--- src/rtl/kronos_pkg.sv ---
// kronos_pkg: shared instruction formats, operand lanes and issue-queue entry type
package kronos_pkg;

    localparam int KRONOS_FUNCT7_MAX = 39;
    localparam int KRONOS_MAX_LANES  = 4;
    localparam int KRONOS_MAX_ID_W   = 8;

    typedef enum logic [6:0] {
        kronos_I  = 7'h0B,
        kronos_R  = 7'h3B,
        kronos_R4 = 7'h4B
    } kronos_op;

    typedef struct packed {
        logic [6:0] funct7;
        logic [4:0] rs2;
        logic [4:0] rs1;
        logic [2:0] funct3;
        logic [4:0] rd;
        logic [6:0] opcode;
    } r_type_t;

    typedef struct packed {
        logic [11:0] imm;
        logic [4:0]  rs1;
        logic [2:0]  funct3;
        logic [4:0]  rd;
        logic [6:0]  opcode;
    } i_type_t;

    typedef struct packed {
        logic [4:0] rs3;
        logic [1:0] funct2;
        logic [4:0] rs2;
        logic [4:0] rs1;
        logic [2:0] funct3;
        logic [4:0] rd;
        logic [6:0] opcode;
    } r4_type_t;

    typedef union packed {
        r_type_t  r;
        i_type_t  i;
        r4_type_t r4;
    } instruction_u;

    // rs1 occupies the least significant word of a lane
    typedef struct packed {
        logic [31:0] rs3;
        logic [31:0] rs2;
        logic [31:0] rs1;
    } lane_ops_t;

    // lanes above NUM_LANES and id bits above ID_W are always zero
    typedef struct packed {
        kronos_op                               opcode;
        logic [2:0]                             funct3;
        logic [6:0]                             funct7;
        logic [1:0]                             funct2;
        logic [11:0]                            imm;
        lane_ops_t [KRONOS_MAX_LANES-1:0]       ops;
        logic [KRONOS_MAX_ID_W-1:0]             id;
    } issue_entry_t;

endpackage

--- src/rtl/kronos_instr_decode.sv ---
// kronos_instr_decode: legality check and field normalisation of one raw instruction
module kronos_instr_decode
    import kronos_pkg::*;
#(
    parameter int NUM_LANES  = 2,
    parameter int FUNCT7_MAX = KRONOS_FUNCT7_MAX,
    parameter int ID_W       = 4
) (
    input  logic [31:0]             instr,
    input  logic [NUM_LANES*96-1:0] rs,
    input  logic [ID_W-1:0]         id,
    output logic                    legal,
    output issue_entry_t            entry
);
    instruction_u ins;
    logic         is_i;
    logic         is_r;
    logic         is_r4;
    logic         unused_fields;

    assign ins           = instr;
    assign is_i          = ins.r.opcode == kronos_I;
    assign is_r          = ins.r.opcode == kronos_R;
    assign is_r4         = ins.r.opcode == kronos_R4;
    assign unused_fields = ^{ins.r.rd, ins.r.rs1, ins.r.rs2};
    assign legal         = (is_i || is_r || is_r4) && ins.r.funct3 != 3'b000 &&
                           (!is_r || {25'd0, ins.r.funct7} <= FUNCT7_MAX);

    // keep only the fields meaningful for the format, zero the rest
    always_comb begin
        entry              = '0;
        entry.opcode       = kronos_op'(ins.r.opcode);
        entry.funct3       = ins.r.funct3;
        entry.funct7       = is_r ? ins.r.funct7 : 7'd0;
        entry.funct2       = is_r4 ? ins.r4.funct2 : 2'd0;
        entry.imm          = is_i ? ins.i.imm : 12'd0;
        for (int l = 0; l < NUM_LANES; l++) entry.ops[l] = rs[l*96 +: 96];
        entry.id[ID_W-1:0] = id;
    end

endmodule

--- src/rtl/kronos_issue_queue.sv ---
// kronos_issue_queue: decoding FIFO that holds legal instructions until issue and reports illegal ones
module kronos_issue_queue
    import kronos_pkg::*;
#(
    parameter int DEPTH      = 4,
    parameter int NUM_LANES  = 2,
    parameter int FUNCT7_MAX = KRONOS_FUNCT7_MAX,
    parameter int ID_W       = 4
) (
    input  logic                     clk_i,
    input  logic                     rst_i,
    input  logic                     instr_valid_i,
    output logic                     instr_ready_o,
    input  logic [31:0]              instr_i,
    input  logic [NUM_LANES*96-1:0]  rs_i,
    input  logic [ID_W-1:0]          id_i,
    input  logic                     flush_i,
    output logic                     issue_valid_o,
    input  logic                     issue_ready_i,
    output issue_entry_t             issue_o,
    output logic                     illegal_o,
    output logic [ID_W-1:0]          illegal_id_o,
    output logic [$clog2(DEPTH):0]   count_o
);
    localparam int AW = $clog2(DEPTH);

    issue_entry_t mem [DEPTH];
    issue_entry_t dec_entry;
    logic         dec_legal;
    logic         accept;
    logic         push;
    logic         pop;
    logic         full;
    logic         empty;
    logic [AW:0]  wr_ptr;
    logic [AW:0]  rd_ptr;

    kronos_instr_decode #(
        .NUM_LANES  (NUM_LANES),
        .FUNCT7_MAX (FUNCT7_MAX),
        .ID_W       (ID_W)
    ) u_decode (
        .instr (instr_i),
        .rs    (rs_i),
        .id    (id_i),
        .legal (dec_legal),
        .entry (dec_entry)
    );

    assign full          = wr_ptr[AW] != rd_ptr[AW] && wr_ptr[AW-1:0] == rd_ptr[AW-1:0];
    assign empty         = wr_ptr == rd_ptr;
    assign instr_ready_o = !full && !flush_i;
    assign accept        = instr_valid_i && instr_ready_o;
    assign push          = accept && dec_legal;
    assign pop           = issue_valid_o && issue_ready_i && !flush_i;
    assign issue_valid_o = !empty;
    assign issue_o       = empty ? '0 : mem[rd_ptr[AW-1:0]];
    assign count_o       = wr_ptr - rd_ptr;

    // entry storage needs no reset: only slots between the pointers are ever read
    always_ff @(posedge clk_i) begin
        if (push) mem[wr_ptr[AW-1:0]] <= dec_entry;
    end

    // pointer bookkeeping and the one-cycle illegal report; flush empties by catching rd up to wr
    always_ff @(posedge clk_i or posedge rst_i) begin
        if (rst_i) begin
            wr_ptr       <= '0;
            rd_ptr       <= '0;
            illegal_o    <= 1'b0;
            illegal_id_o <= '0;
        end else begin
            illegal_o <= accept && !dec_legal;
            if (accept && !dec_legal) illegal_id_o <= id_i;
            wr_ptr <= wr_ptr + {{AW{1'b0}}, push};
            rd_ptr <= flush_i ? wr_ptr : rd_ptr + {{AW{1'b0}}, pop};
        end
    end

endmodule

--- config.mk ---
export PLATFORM = sky130hd
export DESIGN_NAME = kronos_issue_queue
export DESIGN_NICKNAME = d
export VERILOG_FILES = /design/src/rtl/kronos_pkg.sv /design/src/rtl/kronos_instr_decode.sv /design/src/rtl/kronos_issue_queue.sv
export SDC_FILE = /design/constraint.sdc
export NUM_CORES = 1
export LEC_CHECK = 0
export ABC_AREA = 1
export CAP_MARGIN = 20
export CELL_PAD_IN_SITES_DETAIL_PLACEMENT = 0
export CELL_PAD_IN_SITES_GLOBAL_PLACEMENT = 2
export CORE_ASPECT_RATIO = 0.9
export CORE_MARGIN = 5
export CORE_UTILIZATION = 35
export DETAILED_ROUTE_END_ITERATION = 8
export PLACE_DENSITY = 0.77
export SETUP_SLACK_MARGIN = 0.05
export SLEW_MARGIN = 20
export SYNTH_ARGS = -nofsm -noshare
export SYNTH_HDL_FRONTEND = slang
export SYNTH_SLANG_ARGS = --single-unit
--- constraint.sdc ---
create_clock -name clk_i -period 13 [get_ports clk_i]
set_input_delay 2.6 -clock clk_i [delete_from_list [all_inputs] [get_ports clk_i]]
set_output_delay 2.6 -clock clk_i [all_outputs]
set_load 0.02 [all_outputs]
==> summary.md <==
| Metric | Value |
|---|---|
| Gate Count Post-Synth | approximately 3000 |
| Worst slew pin tran | 1.263 ns |
| Clk_skew | 0.02268 ns |
| DR vias/cell | between 4 and 5 |
| Post-Synth XOR/XNOR Area | 0.07049% |
| Synth Register Bits | 919 |
| Layout Utilization | 42.98% |
| Setup bufs post-CTS | 0 |
| CP arrival | 5.53 ns |
| Worst-skew pair later-pin latency | 0.66 ns |
| Yosys warnings | 0 |
| Outcome | completed |
| Layout cells sized above 1 | 4.989% |
| Post-Synth Simple-Gate Area | under 10% |
| CP max stage delay | about 0.93 ns |
| Final-layout fill cell count | 9660 |
| DP HPWL | about 51000 um |
| Pin count of the biggest net entering global routing | 213 |
| CP Capture Type | output pin |
| Sequential Area | about 28000 um^2 |
| Final Critical Period | between 8 and 9 ns |
| Hold/Removal Path Class | reg -> reg |
| Worst path cell trace | inv_8 -> ha_1 -> nand2_1 -> nor2_4 -> buf_4 -> buf_4 -> a21oi_1 -> clkdlybuf4s50_1 |
| GRT overflow | 0 |
| Nets | approximately 3700 |
| RSZ-0062 raised after global routing | no |
| Max Fclk | about 120 MHz |
| Worst Path Buf+Inv | 4 |
| Clk buf depth | 3 |
| Drt wl/cell | 19.03 um |
| Share of the synthesized area in the top cell type | 73.15% |
| Dpl cell area | 42330 um^2 |
| Rows | approximately 110 |
| Compound-Gate Fraction of Synth Area | 9.198% |
| Num CTS Buffers | 97 |
| Worst-path clk slew | roughly 0.060 ns |
| Initial antenna violation count | 6 |
| Vias | 22330 |
| First-pass GRT wire length | 135200 um |
| Final Wtd Congestion | 0.7172 |
| Slew HR | around 16% |
| Worst EP required | 10.40 ns |
| P_leak | 15.40 nW |
| Crit-path slowest cell | dfrtp_4 |
| Drt pass-1 iters | 4 |
| Total die area | about 110000 um^2 |
| Multi-input gate area | 8033 um^2 |
| Port-buffer cells | 459 |
| Antenna viol nets, final | 0 |
| 1st-iter DRT viols | 1335 |
| Max IR drop VDD | 0.1339 mV |
| Largest cells by area after synthesis | edfxtp_1 73%, nor2_1 9.5%, buf_4 4.4% |
| # setup viols final | 0 |
| Mapped Avg Cell Area | 12.42 um^2 |
| Die H | between 300 and 400 um |
| CTS resizes | 0 |
| Power density over cell area | 186.7 nW/um^2 |
| IO Pins | 666 |
| Synth-to-Final Area Change | 21.79% |
| Synth area leader | edfxtp_1 |
| Placed Cells | 4694 |
| Final Cycle Share | 62.57% |
| Final Non-Filler Cells | 4872 |
| All-Layer GR Usage | 15.64% |
| # DRC | 0 |
| Setup Crit Path Kind | reg -> out |
| Fin. max-slew vios | 0 |
| CTS Hold Bufs | 0 |
| Main combinational cell family by area after synthesis | simple AND/OR/NAND/NOR gates |
| Die Wd | between 300 and 400 um |
| Final Instance Area | approximately 45000 um^2 |
| H-tree Lvls | 3 |
| Critical Path Most Common Cell | buf_4 |
| CP max FO | 73 |
| Mux cell area share after synthesis | 0% |
| Seq/Total Area, Yosys | 73.89% |
| Sink Count | 919 |
| Adder-Cell Fraction of Synth Area | less than 1% |
| CTS tree | built |
| Post-Syn Area | 37270 um^2 |
| CP Launch Type | flip-flop |
| Final Hold Viols | 0 |
| Starting density of the core | 35.29% |
| Cell variety after synth | 25 |
| Delay-heaviest family, CP | buffers and inverters |
| Core Area | ~110000 um^2 |
| Routed WL | between 90000 and 100000 um |
| Vias in the first global route | 21450 |
| CTS root buf | clkbuf_16 |
| Maxcap violations | 0 |
-- kinds of logic after synthesis --
group,after synthesis
DFF,919
adders and majority gates,7
AOI/OAI and AO/OA,685
buffers and inverters,405
other,1
xor gates and xnor gates,3
and+or+nand+nor,982
-- through the flow --
stage                     hold WS, ns  setup TNS, ns  total power [mW]  worst slack, ns
after floorplan                0.4805        -446.04             4.822          -0.4912
after global placement         0.4558              0             5.953            5.455
after detailed placement       0.4627              0             5.956            5.443
after CTS                      0.4852              0             8.621            4.694
after global routing           0.5097              0             8.894            4.498
final                          0.4804              0             8.475            4.866
-- routing by layer --
layer,global-route usage [%],wire [um]
met5,0,26
met1,19.10,38080
met3,4.348,5608
met4,3.946,2035
met2,27.54,46950
-- layout make-up --
cell class                      count  area share (%)
Timing Repair Buffer              490           10.77
Clock buffer                      122           5.601
Sequential cell                   919           60.69
Antenna cell                        4         0.02205
Clock inverter                     52           1.119
Multi-Input combinational cell   1873           17.70
Inverter                           32          0.2977
Tap cell                         1380           3.804
-- path summary, 6_finish.rpt --
path | from | end | slack (ns) | cells past startpoint
max | rd_ptr[1] | issue_o[77] | 4.87 | 8
min | illegal_id_o[1] | illegal_id_o[1] | 0.48 | 2
max reg2reg | rd_ptr[1] | mem[0][70] | 7.70 | 10
min reg2reg | illegal_id_o[1] | illegal_id_o[1] | 0.48 | 2
max in group asynchronous | rst_i | rd_ptr[1] | 10.35 | 2
min in group asynchronous | rst_i | illegal_o | 2.27 | 2
-- Yosys cell counts (all sizes together) --
| cell | count |
|---|---|
| nor3 | 1 |
| nand3 | 10 |
| xnor2 | 2 |
| clkbuf | 67 |
| or2 | 1 |
| nand2 | 27 |
| xor2 | 1 |
| inv | 32 |
| nor2 | 943 |
| buf | 306 |
| conb | 1 |
| fa | 1 |
| dfrtp | 11 |
| ha | 6 |
| edfxtp | 908 |
| a21oi | 227 |
| o21ai | 458 |
-- flip-flops by register name (all words and copies together) (netlist names) --
| name | flops |
|---|---|
| mem | 908 |
| illegal_id_o | 4 |
| illegal_o | 1 |
| wr_ptr | 3 |
| rd_ptr | 3 |
-- tightest hold or removal path, stage by stage, from the launching register on --
cell and delay (ns):
dfrtp_1 0.34, nand2_1 0.06, nand2_1 0.05
-- cells in the final DEF (no fill, tap or decap), types with 9 or more instances in the layout --
master,instances
a21oi_1,227
buf_4,26
clkbuf_1,24
clkbuf_16,98
clkdlybuf4s50_1,459
clkinv_1,20
clkinv_2,13
conb_1,196
dfrtp_1,9
edfxtp_1,908
inv_1,30
nand2_1,26
nand3_1,10
nor2_1,936
o21ai_0,324
o21ai_1,134
-- power breakdown --
group	leakage (nW)	switching, mW	total, mW	internal [mW]
sequential	8.41	0.0346	3.29	3.26
combinational	5.50	1.64	2.55	0.916
clock	1.48	1.09	2.63	1.54
total	15.4	2.76	8.47	5.72
(Power assumes the default switching activity.)
